**config.mk**
```make
export PLATFORM = sky130hd
export DESIGN_NAME = fp16_unpack
export DESIGN_NICKNAME = d
export VERILOG_FILES = /design/src/rtl/fp16_unpack.sv
export SDC_FILE = /design/constraint.sdc
export NUM_CORES = 1
export LEC_CHECK = 0
export ABC_AREA = 1
export ABC_CLOCK_PERIOD_IN_PS = 1800
export CORE_MARGIN = 2
export CORE_UTILIZATION = 40
export DETAILED_ROUTE_END_ITERATION = 7
export GPL_ROUTABILITY_DRIVEN = 1
export MAX_ROUTING_LAYER = met4
export PLACE_DENSITY = 0.63
export SYNTH_ARGS = -nofsm -noshare
export SYNTH_HDL_FRONTEND = slang
export SYNTH_SLANG_ARGS = --single-unit
```
**constraint.sdc**
```tcl
create_clock -name clk -period 1.8 [get_ports clk]
set_input_delay 0.36 -clock clk [delete_from_list [all_inputs] [get_ports clk]]
set_output_delay 0.36 -clock clk [all_outputs]
set_load 0.01 [all_outputs]
```
**src/rtl/fp16_unpack.sv**
```systemverilog
// fp16_unpack: classify an FP16 value and normalize it into sign, unbiased exponent and explicit-one significand (FP16_UNPACK_FTZ_EN flushes subnormals to zero)
module fp16_unpack (
    input  logic        clk,
    input  logic        rst,
    input  logic        in_valid,
    input  logic        sign,
    input  logic [4:0]  exp,
    input  logic [9:0]  mant,
    output logic        busy,
    output logic        out_valid,
    output logic        out_sign,
    output logic [6:0]  out_exp,
    output logic [10:0] out_sig,
    output logic [2:0]  out_cls,
    output logic        drop
);
    typedef enum logic [1:0] {IDLE, SHIFT, DONE} state_t;
    state_t state, state_nx;
    logic        w_sign;
    logic [6:0]  w_exp, c_exp;
    logic [10:0] w_sig, c_sig;
    logic [2:0]  w_cls, c_cls;
    logic        sub;
    assign busy = state != IDLE;
    // classify the incoming fields into the working-register start values
    always_comb begin
        sub = 1'b0;
        c_exp = 7'd0;
        c_sig = 11'd0;
        c_cls = 3'd0;
        if (exp == 5'd0 && mant != 10'd0) begin
`ifdef FP16_UNPACK_FTZ_EN
            c_cls = 3'd0;
`else
            sub = 1'b1;
            c_exp = 7'h72;
            c_sig = {1'b0, mant};
            c_cls = 3'd1;
`endif
        end else if (exp == 5'd31) begin
            c_exp = 7'd16;
            c_sig = {1'b1, mant};
            c_cls = mant == 10'd0 ? 3'd3 : mant[9] ? 3'd4 : 3'd5;
        end else if (exp != 5'd0) begin
            c_exp = {2'b00, exp} - 7'd15;
            c_sig = {1'b1, mant};
            c_cls = 3'd2;
        end
    end
    // state register
    always_ff @(posedge clk) begin
        if (rst) state <= IDLE;
        else     state <= state_nx;
    end
    // next state: subnormals walk through SHIFT until the shifted leading one reaches bit 10
    always_comb begin
        state_nx = state;
        case (state)
            IDLE:    if (in_valid) state_nx = sub ? SHIFT : DONE;
            SHIFT:   if (w_sig[9]) state_nx = DONE;
            DONE:    state_nx = IDLE;
            default: state_nx = IDLE;
        endcase
    end
    // working registers, result registers, and the valid/drop strobes
    always_ff @(posedge clk) begin
        if (rst) begin
            w_sign    <= 1'b0;
            w_exp     <= 7'd0;
            w_sig     <= 11'd0;
            w_cls     <= 3'd0;
            out_valid <= 1'b0;
            drop      <= 1'b0;
            out_sign  <= 1'b0;
            out_exp   <= 7'd0;
            out_sig   <= 11'd0;
            out_cls   <= 3'd0;
        end else begin
            out_valid <= state == DONE;
            drop      <= in_valid && busy;
            if (in_valid && state == IDLE) begin
                w_sign <= sign;
                w_exp  <= c_exp;
                w_sig  <= c_sig;
                w_cls  <= c_cls;
            end else if (state == SHIFT) begin
                w_sig <= w_sig << 1;
                w_exp <= w_exp - 7'd1;
            end
            if (state == DONE) begin
                out_sign <= w_sign;
                out_exp  <= w_exp;
                out_sig  <= w_sig;
                out_cls  <= w_cls;
            end
        end
    end
endmodule

```
==> results.md <==
- Skew final: about 0.007 ns
- Top-count cell post-synth: nor2_1
- Final period util: between 90% and 100%
- Clock buffer depth: 2
- CP required: ~1.4 ns
- Seq cells post-synth: 48
- Gate Count Post-Synth: around 290
- Hold Path Origin: w_sig[10]
- Post-route ant nets: 0
- Nets: about 370
- Max-cap check violation count: 0
- DIE HEIGHT: about 77 µm
- Relative slew slack: 73.7%
- Synth-to-Final Area Change: 32.7%
- Grt total ovfl: 0
- DR iter-0 viols: around 190
- Core area: roughly 5100 µm²
- Syn nets: approximately 320
- Vias: slightly above 2k
- Die width: around 77 µm
- Worst min path class: reg -> reg
- Initial core utilization: 41.7%
- Startpoint Class: flip-flop
- Slew Limit Fails: 0
- Share of cells above drive strength 1: between 10 and 15%
- Critical R2R Capture: w_exp[6]
- Maximum clock frequency: between 500 and 600 MHz
- Cell-internal power: roughly 0.0017 W
- Setup TNS: 0 ns
- Mapped Area: between 2000 and 2500 µm²
- Synth Flop Type: dfxtp_1
- Top Ports: between 40 and 50
- Clk root buf: clkbuf_8
- Worst reg-to-reg path cell count: 10
- Reg-to-reg slack, setup: about 0.38 ns
- Worst vdd ir: between 0.4 and 0.5 mV
- # diodes: 0
- Initial antenna violation count: 0
- Sequential power share: just over 50%
- Yosys warning count: 0
- Worst Tran Pin Value: a little under 0.4 ns
- Final hold violation count: 0
- CP Class: reg -> out
- Port-buffer cells: 43
- Post-layout util: around 55%
- Placer congestion estimate: ~0.85
- PwrDens: 836 nW/µm²
- Clock Latency Late Sink: 0.30 ns
- Placement row count: 26
- WP data arrival: around 1.4 ns
- Top cell type's share of synthesized area: 44.9%
- Leakage: approximately 1.2 nW
- Cell taking the most area after synthesis: dfxtp_1
- Final wirelength: 5110 µm
- Crit path capture type: output pin
- Met3 usage: 3.88%
- Seq/Total Area, Yosys: between 40 and 50%
- Hold path depth: 2
- Sw Ratio: between 20 and 30%
- Met2 GRT Util: between 20% and 30%
- Post-synth top cells: nor2_1 (49), dfxtp_1 (48), nand2_1 (37)
- Period minus WS final: between 1.5 and 2 ns
- Clock power share: about a quarter
- First-pass GRT wire length: about 8500 µm
- DIE AREA: 5950 µm²
- Drt via density: just under 5
- Met1 Resource Use GR: 26.2%
- Library cells used by synthesis: 25
- Clock transition at path regs: approximately 0.090 ns
- Comb power frac: 23.4%
- Vias in the first global route: between 1.5k and 2k
- TritonCTS Buffers: 5
- All-Layer GR Usage: 18.3%
- Post-Syn Area per Cell: about 7.3 µm²
- Power Total: 0.00237 W
- Crit path max fanout: 4
- Psw: a little under 0.0007 W
- Layout fillers: roughly 550
- EDFF count, synth: 0
- Status: complete, no violations
- Setup-failing EPs final: 0
- WHS Endpoint: out_sig[10]
- Area contributors post-synth: dfxtp_1 (45%), nor2_1 (8.6%), o21ai_0 (8.4%), a21oi_1 (6.5%), nand2_1 (6.5%)
- H-tree levels: 2
- DR pass1 iterations: 4
- Critical R2R Launch: w_exp[0]
- CTS sink cnt: 48
- Unrepaired setup endpoints after global routing: false
- Pin count of the biggest net entering global routing: 38
- DRC Markers: 0
- TritonCTS clock tree: done
- Dpl hpwl: approximately 3700 µm
- Ys async rst share: 0%
- # hold bufs at CTS: 0
- Global route hottest layer: met2
- Post-DR wirelength/cell: between 10 and 15 µm
how the worst max path moves through the flow:
stage / startpoint / endpoint / cells past startpoint
after floorplan: exp[0] / w_exp[1] / 9
final: state[0] / busy / 3
after CTS: state[0] / busy / 3
after global routing: state[0] / busy / 3
after global placement: exp[0] / w_exp[1] / 10
after detailed placement: exp[0] / w_exp[1] / 10
power groups by stage:
stage	clock network, W	logic, W	registers (W)
4_1_cts	0.000632	0.000556	0.00121
6_report	0.000613	0.000555	0.00121
2_1_floorplan	0	0.000296	0.00125
5_1_grt	0.000682	0.000619	0.00122
3_3_place_gp	0	0.000550	0.00123
3_5_place_dp	0	0.000552	0.00123
area by class of cell:
type | instances | area, µm² | area share [%]
Clock inverter | 2 | 12.5 | 0.440
Tap cell | 70 | 87.6 | 3.08
Clock buffer | 5 | 68.8 | 2.42
Sequential cell | 48 | 961 | 33.8
Inverter | 32 | 123 | 4.32
Multi-Input combinational cell | 200 | 976 | 34.3
Timing Repair Buffer | 64 | 613 | 21.6
kinds of logic after synthesis:
kind of cell / Yosys count / synth area share, %
flops: 48 / 44.9
buf+inv: 46 / 9.64
fa+ha+maj: 4 / 2.34
compound gates: 83 / 19.8
simple gates: 112 / 23.0
xor+xnor: 1 / 0.409
registers in the layout, indices dropped and copies added, names as in the netlist:
| name | flops |
|---|---|
| out_sig | 11 |
| w_sig | 11 |
| out_exp | 7 |
| w_exp | 7 |
| out_cls | 3 |
| w_cls | 3 |
| state | 2 |
| drop | 1 |
| out_sign | 1 |
| out_valid | 1 |
| w_sign | 1 |
cells in the final DEF, fill, tap and decap left out:
master and n:
nor2_1 48, dfxtp_1 48, clkdlybuf4s50_1 43, nand2_1 37, o21ai_0 36, a21oi_1 28, inv_1 27, buf_4 19
o21ai_1 13, nand3_1 13, nand4_1 5, a31oi_1 5, clkbuf_8 5, inv_2 4, ha_1 4, nor2_4 2
nor2_2 2, buf_12 2, nand2_2 1, inv_4 1, nor2_8 1, or2_0 1, and2_0 1, nor3_1 1
xor2_1 1, o22ai_1 1, clkinvlp_4 1, clkinv_2 1
per-stage QoR:
| stage | instances | instance area [µm²] | hold slack (ns) | setup WS, ns |
|---|---|---|---|---|
| 3_5_place_dp | 414 | 2760 | 0.449 | -0.173 |
| 4_1_cts | 421 | 2840 | 0.467 | 0.0571 |
| 3_3_place_gp | 414 | 2760 | 0.438 | -0.135 |
| 2_1_floorplan | 294 | 2140 | 0.430 | 0.372 |
| 5_1_grt | 421 | 2840 | 0.500 | 0.00564 |
| 6_report | 421 | 2840 | 0.470 | 0.0673 |
worst max-delay path, stage by stage (launching register included):
cell and delay [ns]:
dfxtp_1 0.43, nor2_4 0.08, inv_1 0.05, clkdlybuf4s50_1 0.52
metal layers:
metal,wire (µm),part of all wire (%)
met1,2660,52
met2,2160,42
met3,235,4.6
met4,51,1.0
met5,0,0
what timing repair did:
item / 4_1_cts / 5_1_grt
setup endpoints to repair: 0 / 1
setup buffers: 0 / 0
gates resized for setup: 0 / 1
hold endpoints to repair: 0 / 0
(Power assumes the default switching activity.)
